--- src/rtl/rob_flush_ctrl.sv ---
// rob_flush_ctrl
//
// Recovery sequencer between the ROB, the free list, dispatch and the map
// table. A single-cycle branch_haz from the ROB becomes an ordered sequence:
//   FLUSH   - one-cycle flush pulse to RS / map table / fetch
//   DRAIN   - squashed physical tags returned to the free list, N_WAY per beat
//   RESTORE - one-cycle restore_map pulse (arch map -> speculative map)
//   IDLE    - normal operation, retired tag_old values forwarded to free list
//
// Ports:
//   clock          rising-edge clock
//   reset          asynchronous, active-low reset (asserted when 0)
//   branch_haz     ROB mispredict-retire indication, one cycle
//   free_list_haz  squashed tags from the ROB, valid with branch_haz
//   retire_valid   ROB retire lanes
//   retire_told    retired old physical tags, one per lane
//   free_ready     free list accepts the current free-port beat
//   free_valid     registered free-port lane valids
//   free_tag       registered free-port tags
//   retire_stall   ROB must not retire this cycle (free port is blocked)
//   dispatch_stall dispatch must not issue this cycle
//   flush          one-cycle squash pulse
//   restore_map    one-cycle map restore pulse
//   busy           sequencer is not in IDLE
//
// Optional build macro ROB_FLUSH_STATS_EN adds two saturating 16-bit
// counters: flush_count (flushes started) and drain_cycles (cycles in DRAIN).
// With the macro undefined those ports and counters do not exist.

module rob_flush_ctrl #(
  parameter int N_ROB    = 8,
  parameter int N_WAY    = 2,
  parameter int CDB_BITS = 6
) (
  input  logic                               clock,
  input  logic                               reset,
  input  logic                               branch_haz,
  input  logic [N_ROB-1:0][CDB_BITS-1:0]     free_list_haz,
  input  logic [N_WAY-1:0]                   retire_valid,
  input  logic [N_WAY-1:0][CDB_BITS-1:0]     retire_told,
  input  logic                               free_ready,
  output logic [N_WAY-1:0]                   free_valid,
  output logic [N_WAY-1:0][CDB_BITS-1:0]     free_tag,
  output logic                               retire_stall,
  output logic                               dispatch_stall,
  output logic                               flush,
  output logic                               restore_map,
  output logic                               busy
`ifdef ROB_FLUSH_STATS_EN
  ,
  output logic [15:0]                        flush_count,
  output logic [15:0]                        drain_cycles
`endif
);

  typedef enum logic [1:0] {
    S_IDLE    = 2'd0,
    S_FLUSH   = 2'd1,
    S_DRAIN   = 2'd2,
    S_RESTORE = 2'd3
  } state_t;

  state_t                            state;
  logic [N_ROB-1:0][CDB_BITS-1:0]    shadow;
  logic [N_ROB-1:0]                  mask;

  logic                              advance;
  logic [N_ROB-1:0]                  haz_nonzero;
  logic [N_WAY-1:0]                  retire_lane_valid;
  logic [N_WAY-1:0]                  drain_valid;
  logic [N_WAY-1:0][CDB_BITS-1:0]    drain_tag;
  logic [N_ROB-1:0]                  mask_next;

  // The free port moves on when it is empty or the free list takes the beat;
  // otherwise the current beat holds and the ROB is told not to retire.
  assign advance        = !(|free_valid) || free_ready;
  assign retire_stall   = (|free_valid) && !free_ready;
  assign dispatch_stall = branch_haz || (state != S_IDLE);

  // Only non-zero squashed tags name a real register, so only those get a
  // mask bit and are ever returned during DRAIN.
  always_comb begin
    haz_nonzero = '0;
    for (int j = 0; j < N_ROB; j++) begin
      haz_nonzero[j] = |free_list_haz[j];
    end
  end

  // A retire lane carrying tag 0 has no old register to free.
  always_comb begin
    retire_lane_valid = '0;
    for (int i = 0; i < N_WAY; i++) begin
      retire_lane_valid[i] = retire_valid[i] && (|retire_told[i]);
    end
  end

  // Pick the lowest-index pending mask bits, at most N_WAY of them, and pack
  // them into lanes 0.. in ascending ROB index order. Lanes left over stay
  // invalid with tag 0. mask_next is the mask with the picked bits removed.
  always_comb begin
    int picked;
    drain_valid = '0;
    drain_tag   = '0;
    mask_next   = mask;
    picked      = 0;
    for (int j = 0; j < N_ROB; j++) begin
      if (mask[j]) begin
        for (int l = 0; l < N_WAY; l++) begin
          if (picked == l) begin
            drain_valid[l] = 1'b1;
            drain_tag[l]   = shadow[j];
            mask_next[j]   = 1'b0;
          end
        end
        picked = picked + 1;
      end
    end
  end

  // Sequencer and free port. flush, restore_map and busy are registered and
  // set on the edge that enters the matching state, so they line up exactly
  // with the state register. FLUSH and RESTORE last one cycle regardless of
  // free_ready; only DRAIN waits for the port to advance.
  always_ff @(posedge clock or negedge reset) begin
    if (!reset) begin
      state       <= S_IDLE;
      shadow      <= '0;
      mask        <= '0;
      free_valid  <= '0;
      free_tag    <= '0;
      flush       <= 1'b0;
      restore_map <= 1'b0;
      busy        <= 1'b0;
    end else begin
      flush       <= 1'b0;
      restore_map <= 1'b0;
      case (state)
        S_IDLE: begin
          if (advance) begin
            free_valid <= retire_lane_valid;
            free_tag   <= retire_told;
          end
          if (branch_haz) begin
            shadow <= free_list_haz;
            mask   <= haz_nonzero;
            state  <= S_FLUSH;
            flush  <= 1'b1;
            busy   <= 1'b1;
          end
        end

        S_FLUSH: begin
          if (advance) begin
            free_valid <= '0;
            free_tag   <= '0;
          end
          if (|mask) begin
            state <= S_DRAIN;
          end else begin
            state       <= S_RESTORE;
            restore_map <= 1'b1;
          end
        end

        S_DRAIN: begin
          if (advance) begin
            free_valid <= drain_valid;
            free_tag   <= drain_tag;
            mask       <= mask_next;
            if (mask_next == '0) begin
              state       <= S_RESTORE;
              restore_map <= 1'b1;
            end
          end
        end

        S_RESTORE: begin
          if (advance) begin
            free_valid <= '0;
            free_tag   <= '0;
          end
          state <= S_IDLE;
          busy  <= 1'b0;
        end

        default: begin
          state <= S_IDLE;
          busy  <= 1'b0;
        end
      endcase
    end
  end

`ifdef ROB_FLUSH_STATS_EN
  // Statistics: a flush is counted on the edge entering FLUSH, and every
  // cycle spent in DRAIN (stretched beats included) adds one drain cycle.
  // Both counters stick at all-ones rather than wrapping.
  always_ff @(posedge clock or negedge reset) begin
    if (!reset) begin
      flush_count  <= '0;
      drain_cycles <= '0;
    end else begin
      if ((state == S_IDLE) && branch_haz && (flush_count != 16'hFFFF)) begin
        flush_count <= flush_count + 16'd1;
      end
      if ((state == S_DRAIN) && (drain_cycles != 16'hFFFF)) begin
        drain_cycles <= drain_cycles + 16'd1;
      end
    end
  end
`endif

endmodule
--- config.mk ---
export PLATFORM = sky130hd
export DESIGN_NAME = rob_flush_ctrl
export DESIGN_NICKNAME = d
export VERILOG_FILES = /design/src/rtl/rob_flush_ctrl.sv
export SDC_FILE = /design/constraint.sdc
export NUM_CORES = 1
export LEC_CHECK = 0
export ABC_AREA = 1
export CELL_PAD_IN_SITES_DETAIL_PLACEMENT = 1
export CELL_PAD_IN_SITES_GLOBAL_PLACEMENT = 2
export CORE_UTILIZATION = 30
export DETAILED_ROUTE_END_ITERATION = 8
export PLACE_DENSITY_LB_ADDON = 0.1
export SYNTH_ARGS = -nofsm -noshare
export SYNTH_HDL_FRONTEND = slang
export SYNTH_SLANG_ARGS = --single-unit
--- constraint.sdc ---
create_clock -name clock -period 5.27 [get_ports clock]
set_input_delay 1.054 -clock clock [delete_from_list [all_inputs] [get_ports clock]]
set_output_delay 1.054 -clock clock [all_outputs]
set_load 0.02 [all_outputs]
==> results of run 1 <==
==> repair_timing <==
| item | CTS | global route |
|---|---|---|
| setup endpoints to repair | 0 | 18 |
| resized for setup | 0 | 2 |
| buffers inserted | 0 | 0 |
==> kinds of logic after synthesis <==
family,Yosys count,share of synthesized area (%)
AND/OR/NAND/NOR,405,36.11
buffers and inverters,124,9.225
AO/OA/AOI/OAI,123,13.05
flip-flops,75,36.80
adder cells (fa/ha/maj),19,4.809
==> layout by cell type (no fill, tap or decap), types with 12 or more instances in the layout <==
cell,netlist,routed
a21oi_1,31,31
inv_1,85,85
clkdlybuf4s50_1,0,83
o21ai_0,69,68
nor2_1,39,39
nand2_2,11,12
dfrtp_1,75,74
nand4_1,27,27
nand2_1,242,241
nand3_1,64,64
ha_1,18,18
==> synth_stat cells, drive strengths merged, types with 3 or more instances <==
cell type    n  area share (%)
nand2      254              19
inv         94             6.9
dfrtp       75              37
o21ai       73             7.2
nand3       71             8.1
nor2        44             4.1
a21oi       32             3.2
nand4       27             3.3
clkbuf      22             1.6
ha          18             4.4
a31oi        6            0.74
buf          5            0.47
clkinv       3            0.22
nor3         3            0.39
==> critical path, stage by stage, from the launching register on <==
cell and delay, ns:
dfrtp_1 0.62, inv_1 0.17, ha_1 0.24, nand2_2 0.25
nand2_1 0.18, ha_1 0.31, nand2_1 0.06, nand2_1 0.14
inv_1 0.08, ha_1 0.27, or2_1 0.24, nand2_1 0.14
inv_1 0.06, ha_1 0.26, nand2_1 0.08, nand2_1 0.11
ha_1 0.29, o21ai_1 0.26, nand3_1 0.24, nor2_8 0.22
nand3_4 0.12, nand2_1 0.10, nand3_1 0.09, a21oi_1 0.18
==> worst max-delay path by stage <==
stage | to | start | depth (start not counted) | slack [ns]
final | free_tag[7] | mask[1] | 23 | 0.48
after global routing | free_valid[1] | mask[1] | 23 | 0.02
after CTS | free_tag[10] | mask[0] | 23 | 0.26
after detailed placement | free_tag[10] | mask[0] | 23 | 0.28
after global placement | free_tag[8] | mask[0] | 23 | 0.54
after floorplan | free_valid[1] | mask[1] | 25 | 0.94
==> registers in the layout (all words and copies together) (netlist names) <==
signal / cells
shadow: 48
free_tag: 12
mask: 8
free_valid: 2
state: 2
busy: 1
flush: 1
restore_map: 1
==> metrics by stage <==
stage | util (%) | worst slack [ns] | hold slack (ns) | cell area (um^2)
6_report | 38.63 | 0.4783 | 0.4963 | 6406
2_1_floorplan | - | 0.9381 | 0.4492 | 5100
3_5_place_dp | 36.93 | 0.2831 | 0.4816 | 6125
5_1_grt | 38.63 | 0.02043 | 0.5242 | 6406
4_1_cts | 38.62 | 0.2623 | 0.4982 | 6405
3_3_place_gp | 36.93 | 0.5353 | 0.4791 | 6125
==> layout make-up <==
type                    instances  area (um^2)  share of cell area, %
clock inverters                 5        37.54                 0.5859
inverters                      97        364.1                  5.684
clock buffers                  11        242.7                  3.789
repair buffers                 86        853.3                  13.32
multi-input cells             547         2755                  43.01
well taps                     220        275.3                  4.297
flip-flops and latches         75         1878                  29.32
==> metal layers <==
| metal | GRT usage (%) | up-vias |
|---|---|---|
| li1 | - | 2566 |
| met1 | 31.78 | 2478 |
| met2 | 32.49 | 92 |
| met3 | 2.115 | 16 |
| met4 | 6.641 | 0 |
| met5 | 0 | - |
==> summary.txt, run 1 <==
Worst setup path
  – Setup crit end kind: flop
  – Reg2Reg Depth: 23
  – Startpoint Class: flop
  – Critical Path Fanout Max: 15
  – Reg-to-reg setup timing slack: about 0.48 ns
  – Setup CP Type: flop to flop
  – Critical path arrival: approximately 5.1 ns
  – End of the worst register-to-register path: free_tag[7]
  – Worst Path Required: about 5.5 ns
  – Worst R2R Start: mask[1]

Synth
  – Avg Cell Area, Syn: around 7 um^2
  – Number of flops mapped to enable cells by yosys: 0
  – Post-Synthesis Cell Area: about 0.0051 mm^2
  – Post-synthesis sequential area ratio: a little under two fifths
  – Syn_nets: slightly above 800
  – Post-synthesis async set-or-reset flop share: 100.0%
  – Top FF cell, synth: dfrtp_1
  – Flops & latches, synth: 75
  – Synth Instances: 746
  – Count of cell types in the netlist: 38
  – Ys Warns: 0

STA
  – Final Max Tran Viols: 0
  – Period minus WS final: about 4.8 ns
  – RSZ-0062 raised after global routing: false
  – Final hold viol count: 0
  – Slew headroom: a little under a third
  – Max Fclk: 208.7 MHz
  – Final worst-path cycle share: 90.92%
  – TNS Setup: 0 ns
  – Final setup fails: 0
  – Post-Route Skew: roughly 0.0083 ns
  – Slew @ Worst Pin: 1.025 ns

Cells and area
  – Finished Layout Cells: 1,041
  – Area growth from synthesis to layout: 25.61%
  – Fill cells: roughly 2,100
  – Share of cells above drive strength 1: 6.821%
  – Layout Nets: around 900
  – # diodes: 0

Die
  – Die height: about 130 um
  – Floorplan row count: between 40 and 50
  – Die Area: approximately 0.018 mm^2
  – Initial core utilization: a little under a third
  – Die Wd: ~130 um
  – Core footprint: roughly 0.017 mm^2
  – Top Ports: 85

GRT
  – Global-route wire length before repair: roughly 29 mm
  – Congestion Overflow GR: 0
  – GRT Total Usage: a little over a fifth
  – Vias in the first global route: around 5,300
  – Largest net degree at the start of global routing: 77
  – Initial antenna violation count: 0

Drt
  – DR WL/cell: 17.22 um
  – Routed wl met2: roughly 7.7 mm
  – Met3 Routed Length: between 500 and 600 um
  – ANT nets after route: 0
  – Initial DRT Pass Iterations: 4
  – Via density: 4.949
  – Highest routing layer actually used: met4
  – DRT met1 WL: 9.430 mm
  – Drt total wl: 17.92 mm
  – Initial DRC Count: 310
  – DRC: 0
  – Vias: around 5,000

Clock network
  – Clock root cell: clkbuf_16
  – CTS Buf Count: 9
  – Worst skew pair latency: 0.34 ns
  – Post-CTS Hold Fix Bufs: 0
  – Htree depth: 3
  – Clock Tree Buf Depth: 2
  – Clock Sinks: 75
  – CTS tree: yes
  – Clk pin slew, worst setup/hold paths: ~0.06 ns

Placement
  – GPL Wtd Cong: around 0.85
  – DP Wirelength: 14.05 mm
  – Buffers on Ports: between 80 and 90
  – Placed cells: a little over 1,000

Flow run
  – Max_cap viols: 0

Hold path
  – Hold Path Class: flop to flop
  – Hold Crit Depth: 2
  – End of the worst hold path: shadow[42]
  – Hold Crit Start: shadow[42]

Outcome
  – Status: completed
Power of run 1 is not shown: default switching activity piles up to over one toggle a cycle in this logic, so the estimate is an artifact.
==> run 2: changes to the inputs <==
--- a/config.mk
+++ b/config.mk
@@ -6,8 +6,9 @@
 export NUM_CORES = 1
 export LEC_CHECK = 0
 export ABC_AREA = 1
-export CELL_PAD_IN_SITES_DETAIL_PLACEMENT = 1
+export CELL_PAD_IN_SITES_DETAIL_PLACEMENT = 0
 export CELL_PAD_IN_SITES_GLOBAL_PLACEMENT = 2
+export CORE_MARGIN = 4
 export CORE_UTILIZATION = 30
 export DETAILED_ROUTE_END_ITERATION = 8
 export PLACE_DENSITY_LB_ADDON = 0.1
==> run 2 against run 1 <==
Compared with the run above: die area increased by 9.3%; non-clock buffer count unchanged; via count decreased by 2.2%.
==> summary.txt, run 2 (same netlist as run 1, synthesis figures left out) <==
Outcome
  – Status: completed

Flow run
  – Max_cap viols: 0

GRT
  – Global-route wire length before repair: between 20 and 30 mm
  – Initial antenna violation count: 0
  – Congestion Overflow GR: 0
  – GRT Total Usage: 18.00%
  – Vias in the first global route: slightly below 5,000
  – Largest net degree at the start of global routing: 77

Drt
  – Vias: slightly above 5,000
  – Drt total wl: 17.11 mm
  – Initial DRT Pass Iterations: 5
  – DRC: 0
  – DR WL/cell: 16.46 um
  – ANT nets after route: 0
  – Via density: around 4.8
  – Initial DRC Count: between 300 and 400

Cells and area
  – Area growth from synthesis to layout: 25.59%
  – Share of cells above drive strength 1: about 6.8%
  – Top reg by flops: shadow
  – Most frequent cells in the layout: 241 x nand2_1, 85 x inv_1, 83 x clkdlybuf4s50_1
  – Fill cells: 1,754
  – Multi-input logic area: about 0.0028 mm^2
  – Top Registers: shadow (48), free_tag (12), mask (8)
  – Max reg flops: between 40 and 50
  – Most common cell after layout, fill and taps aside: nand2_1
  – Layout Nets: 901
  – # diodes: 0
  – Register area: 0.001878 mm^2

Clock network
  – CTS Buf Count: 9
  – Clock Tree Buf Depth: 2
  – Post-CTS Hold Fix Bufs: 0
  – Clk pin slew, worst setup/hold paths: about 0.060 ns
  – Worst skew pair latency: approximately 0.35 ns
  – Clock Sinks: 75
  – CTS tree: yes
  – Htree depth: 3
  – Clock root cell: clkbuf_16

STA
  – RSZ-0062 raised after global routing: false
  – Final setup fails: 0
  – Period minus WS final: 4.743 ns
  – TNS Setup: 0 ns
  – Final worst-path cycle share: 89.99%
  – Slew @ Worst Pin: 0.9977 ns
  – Slew headroom: 33.49%
  – Final Max Tran Viols: 0
  – Final hold viol count: 0
  – Post-Route Skew: roughly 0.0082 ns
  – Max Fclk: ~210 MHz

Die
  – Initial core utilization: around 31%
  – Floorplan row count: 47
  – Core footprint: about 0.017 mm^2
  – Die Area: approximately 0.019 mm^2
  – Die Wd: around 140 um
  – Die height: 138.4 um
  – Top Ports: 85

Hold path
  – Hold Path Class: flop to flop

Worst setup path
  – Worst Path Required: 5.53 ns
  – Crit-path most repeated cell: nand2_1
  – Critical path arrival: roughly 5.0 ns
  – Slowest cell on the critical path: dfrtp_2
  – Startpoint Class: flop
  – Setup CP Type: flop to flop
  – Critical Path Fanout Max: 15
  – Crit path cell chain: inv_1 > ha_1 > nand2_2 > nand2_1 > ha_1 > nand2_1 > nand2_1 > inv_1 > ha_1 > or2_1 > nand2_1 > inv_1 > ha_1 > nand2_1 > nand2_1 > ha_1 > o21ai_0 > nand3_1 > nor2_8 > nand3_4 > nand2_1 > nand3_1 > a21oi_1
  – Setup crit end kind: flop
  – Worst path max stage delay: 0.48 ns

Placement
  – GPL Wtd Cong: approximately 0.93
  – DP Wirelength: around 13 mm
  – Buffers on Ports: 84
run 2: cell types whose count changed in the layout (fill, tap and decap cells not counted):
cell / change
inv_6: -1
clkinv_2: +1
clkbuf_1: -1
clkinvlp_4: -1
clkbuf_8: +1
o21ai_1: -1
o21ai_0: +1
run 2: worst max-delay path, delay by kind of cell, from the launching register on:
kind,cells,cell delay [ns]
AND/OR/NAND/NOR,13,1.98
adder cells (fa/ha/maj),5,1.38
AO/OA/AOI/OAI,2,0.49
flip-flops,1,0.48
buffers and inverters,3,0.33
run 2: final cells by class:
cell class	instances	area share (%)
clock buffer	11	3.946
clock inverter	4	0.4102
inverter	97	5.685
multi-input combinational	547	43.02
sequential	75	29.32
tap	220	4.298
timing repair buffer	86	13.32
run 2: final timing paths:
| path | startpoint | endpoint | slack [ns] | cells past startpoint |
|---|---|---|---|---|
| max in group asynchronous | reset | mask[0] | 3.71 | 1 |
| max reg2reg | mask[0] | free_tag[10] | 0.53 | 23 |
| min reg2reg | shadow[44] | shadow[44] | 0.48 | 2 |
| min | shadow[44] | shadow[44] | 0.48 | 2 |
| min in group asynchronous | reset | shadow[9] | 0.87 | 1 |
| max | mask[0] | free_tag[10] | 0.53 | 23 |
run 2: stage by stage:
| stage | instances | worst slack (ns) | utilization, % | cell area [um^2] | hold WS [ns] |
|---|---|---|---|---|---|
| floorplan | 746 | 0.9381 | - | 5100 | 0.4492 |
| detailed placement | 1025 | 0.4384 | 36.80 | 6125 | 0.4753 |
| finish | 1040 | 0.5274 | 38.49 | 6405 | 0.4837 |
| CTS | 1040 | 0.4111 | 38.48 | 6404 | 0.4901 |
| global route | 1040 | 0.04104 | 38.49 | 6405 | 0.5126 |
| global placement | 1025 | 0.6263 | 36.80 | 6125 | 0.4763 |
run 2: repair_timing:
item	in CTS	in global routing
endpoints found under the setup margin	0	13
gates resized for setup	0	1
setup buffers	0	0
run 2: per-layer routing:
layer	GRT usage (%)	vias to the layer above	routed length [um]
met5	0	-	0
met3	2.590	20	839
li1	-	2574	-
met2	24.87	137	7012
met1	28.71	2307	9027
met4	5.200	0	234
Power of run 2 is left out for the same reason.
==> run 3: changes to the inputs <==
--- a/config.mk
+++ b/config.mk
@@ -8,6 +8,7 @@
 export ABC_AREA = 1
 export CELL_PAD_IN_SITES_DETAIL_PLACEMENT = 0
 export CELL_PAD_IN_SITES_GLOBAL_PLACEMENT = 2
+export CORE_ASPECT_RATIO = 0.75
 export CORE_MARGIN = 4
 export CORE_UTILIZATION = 30
 export DETAILED_ROUTE_END_ITERATION = 8
==> run 3 against run 2 <==
Compared with the run above: global-route usage down 0.26 points; sequential share of layout area barely moved; non-clock buffer count rose by 2; worst setup slack gained 0.094 ns; critical path depth rose by 3; routed wire length down 3.6%; maximum frequency is 2.0% higher; via count rose by 0.67%; count of clock-buffer cells in the layout is 1 lower; first-iteration DRC count grew 7.1%; register-to-register slack better by 0.09 ns; final area increased by 0.14%.
==> summary.txt, run 3 (same netlist as run 1, synthesis figures left out) <==
Clock network
  – CTS tree: yes
  – Post CTS Setup Buffer Count: 0
  – Htree depth: 3
  – Clk pin slew, worst setup/hold paths: 0.06 ns
  – Clock Sinks: 75
  – CTS Buf Count: 9
  – # resized after CTS: 0
  – Clock root cell: clkbuf_16
  – Clock Tree Buf Depth: 2
  – Post-CTS Hold Fix Bufs: 0
  – Worst skew pair latency: 0.35 ns

STA
  – Post-Route Skew: a little over 0.006 ns
  – Max Fclk: 215.1 MHz
  – TNS Setup: 0 ns
  – RSZ-0062 raised after global routing: false
  – Final hold viol count: 0
  – Slew @ Worst Pin: 0.9782 ns
  – Final setup fails: 0
  – Slew headroom: 34.79%
  – Period minus WS final: about 4.6 ns
  – Final worst-path cycle share: between 80% and 90%
  – Final Max Tran Viols: 0
  – Final hold slack: roughly 0.5 ns

Placement
  – DP Wirelength: around 13 mm
  – Buffers on Ports: between 80 and 90
  – Area of placed instances: just over 0.006 mm^2
  – GPL Wtd Cong: approximately 0.84

Flow run
  – Max_cap viols: 0

Worst setup path
  – Setup crit end kind: flop
  – Startpoint Class: flop
  – Critical Path Fanout Max: 15
  – End of the worst register-to-register path: state[1]
  – Setup CP Type: flop to flop
  – Reg-to-reg setup timing slack: 0.62 ns
  – Critical path arrival: 4.89 ns
  – Worst R2R Start: mask[1]
  – Reg2Reg Depth: 26
  – Worst Path Required: 5.51 ns
  – Setup crit start: mask[1]

Die
  – Die height: approximately 120 um
  – Die Area: roughly 0.019 mm^2
  – Initial core utilization: 31.26%
  – Top Ports: 85
  – Core footprint: 0.01632 mm^2
  – Die Wd: between 150 and 200 um
  – Floorplan row count: 40

Drt
  – Initial DRC Count: around 380
  – Drt total wl: about 16 mm
  – ANT nets after route: 0
  – DR WL/cell: roughly 16 um
  – Initial DRT Pass Iterations: 5
  – Vias: approximately 5,100
  – DRC: 0
  – Via density: approximately 4.9

Cells and area
  – Most frequent cells in the layout: 241 x nand2_1, 85 x inv_1, 83 x clkdlybuf4s50_1
  – Top reg by flops: shadow
  – Final Instance Area: roughly 0.0064 mm^2
  – Most common cell after layout, fill and taps aside: nand2_1
  – Fill cells: around 1,700
  – # diodes: 0
  – Max reg flops: 48
  – Area growth from synthesis to layout: 25.76%
  – Top Registers: shadow (48), free_tag (12), mask (8)
  – Share of cells above drive strength 1: ~7.2%
  – Layout Nets: ~900

GRT
  – Largest net degree at the start of global routing: between 70 and 80
  – Congestion Overflow GR: 0
  – Initial antenna violation count: 0
  – GRT Total Usage: approximately 18%
  – Global-route wire length before repair: approximately 26 mm
  – Vias in the first global route: about 5,000

Outcome
  – Status: completed

Hold path
  – Hold Crit Depth: 2
  – Hold Path Class: flop to flop
  – End of the worst hold path: shadow[42]
  – Hold Crit Start: shadow[42]
run 3: metal layers:
layer  track usage (%)  routed length (um)  part of all wire [%]  vias up
li1                  -                   -                     -     2575
met2             21.50                5925                    36      142
met3             4.278                1063                   6.4       13
met1             29.97                9327                    57     2342
met5                 0                   0                     0        -
met4             4.369                 182                   1.1        0
run 3: worst max-delay path by stage:
stage                     slack (ns)             to  depth (start not counted)
final                           0.62       state[1]                         26
after global routing            0.08       state[1]                         26
after CTS                       0.48       state[1]                         26
after detailed placement        0.49       state[1]                         26
after global placement          0.66       state[0]                         26
after floorplan                 0.94  free_valid[1]                         25
run 3: per-stage QoR:
stage,util [%],instances,setup WS [ns]
detailed placement,37.55,1017,0.4877
global placement,37.55,1017,0.6571
finish,39.31,1033,0.6216
global route,39.31,1033,0.08295
floorplan,-,746,0.9381
CTS,39.30,1033,0.4800
run 3: layout make-up:
cell class / count / area (um^2) / share of cell area, %
well taps: 210 / 262.8 / 4.097
clock inverters: 6 / 46.29 / 0.7218
multi-input cells: 547 / 2755 / 42.96
inverters: 97 / 364.1 / 5.677
flip-flops and latches: 75 / 1878 / 29.28
repair buffers: 88 / 868.3 / 13.54
clock buffers: 10 / 239.0 / 3.726
run 3: critical path, cell delays in order, from the launching register on:
cell and delay [ns]:
dfrtp_1 0.59, inv_1 0.15, ha_1 0.23, nand2_2 0.23
nand2_1 0.17, ha_1 0.30, nand2_1 0.06, nand2_1 0.14
inv_1 0.08, ha_1 0.26, or2_1 0.24, nand2_1 0.14
inv_1 0.06, ha_1 0.26, nand2_1 0.08, nand2_1 0.10
ha_1 0.28, o21ai_0 0.27, nand2_1 0.09, nor2_1 0.23
nand2_1 0.10, nand2_1 0.12, nand2_1 0.08, nand2_1 0.11
nand2_1 0.08, nand2_1 0.06, nand2_1 0.05
Power of run 3 is left out for the same reason.
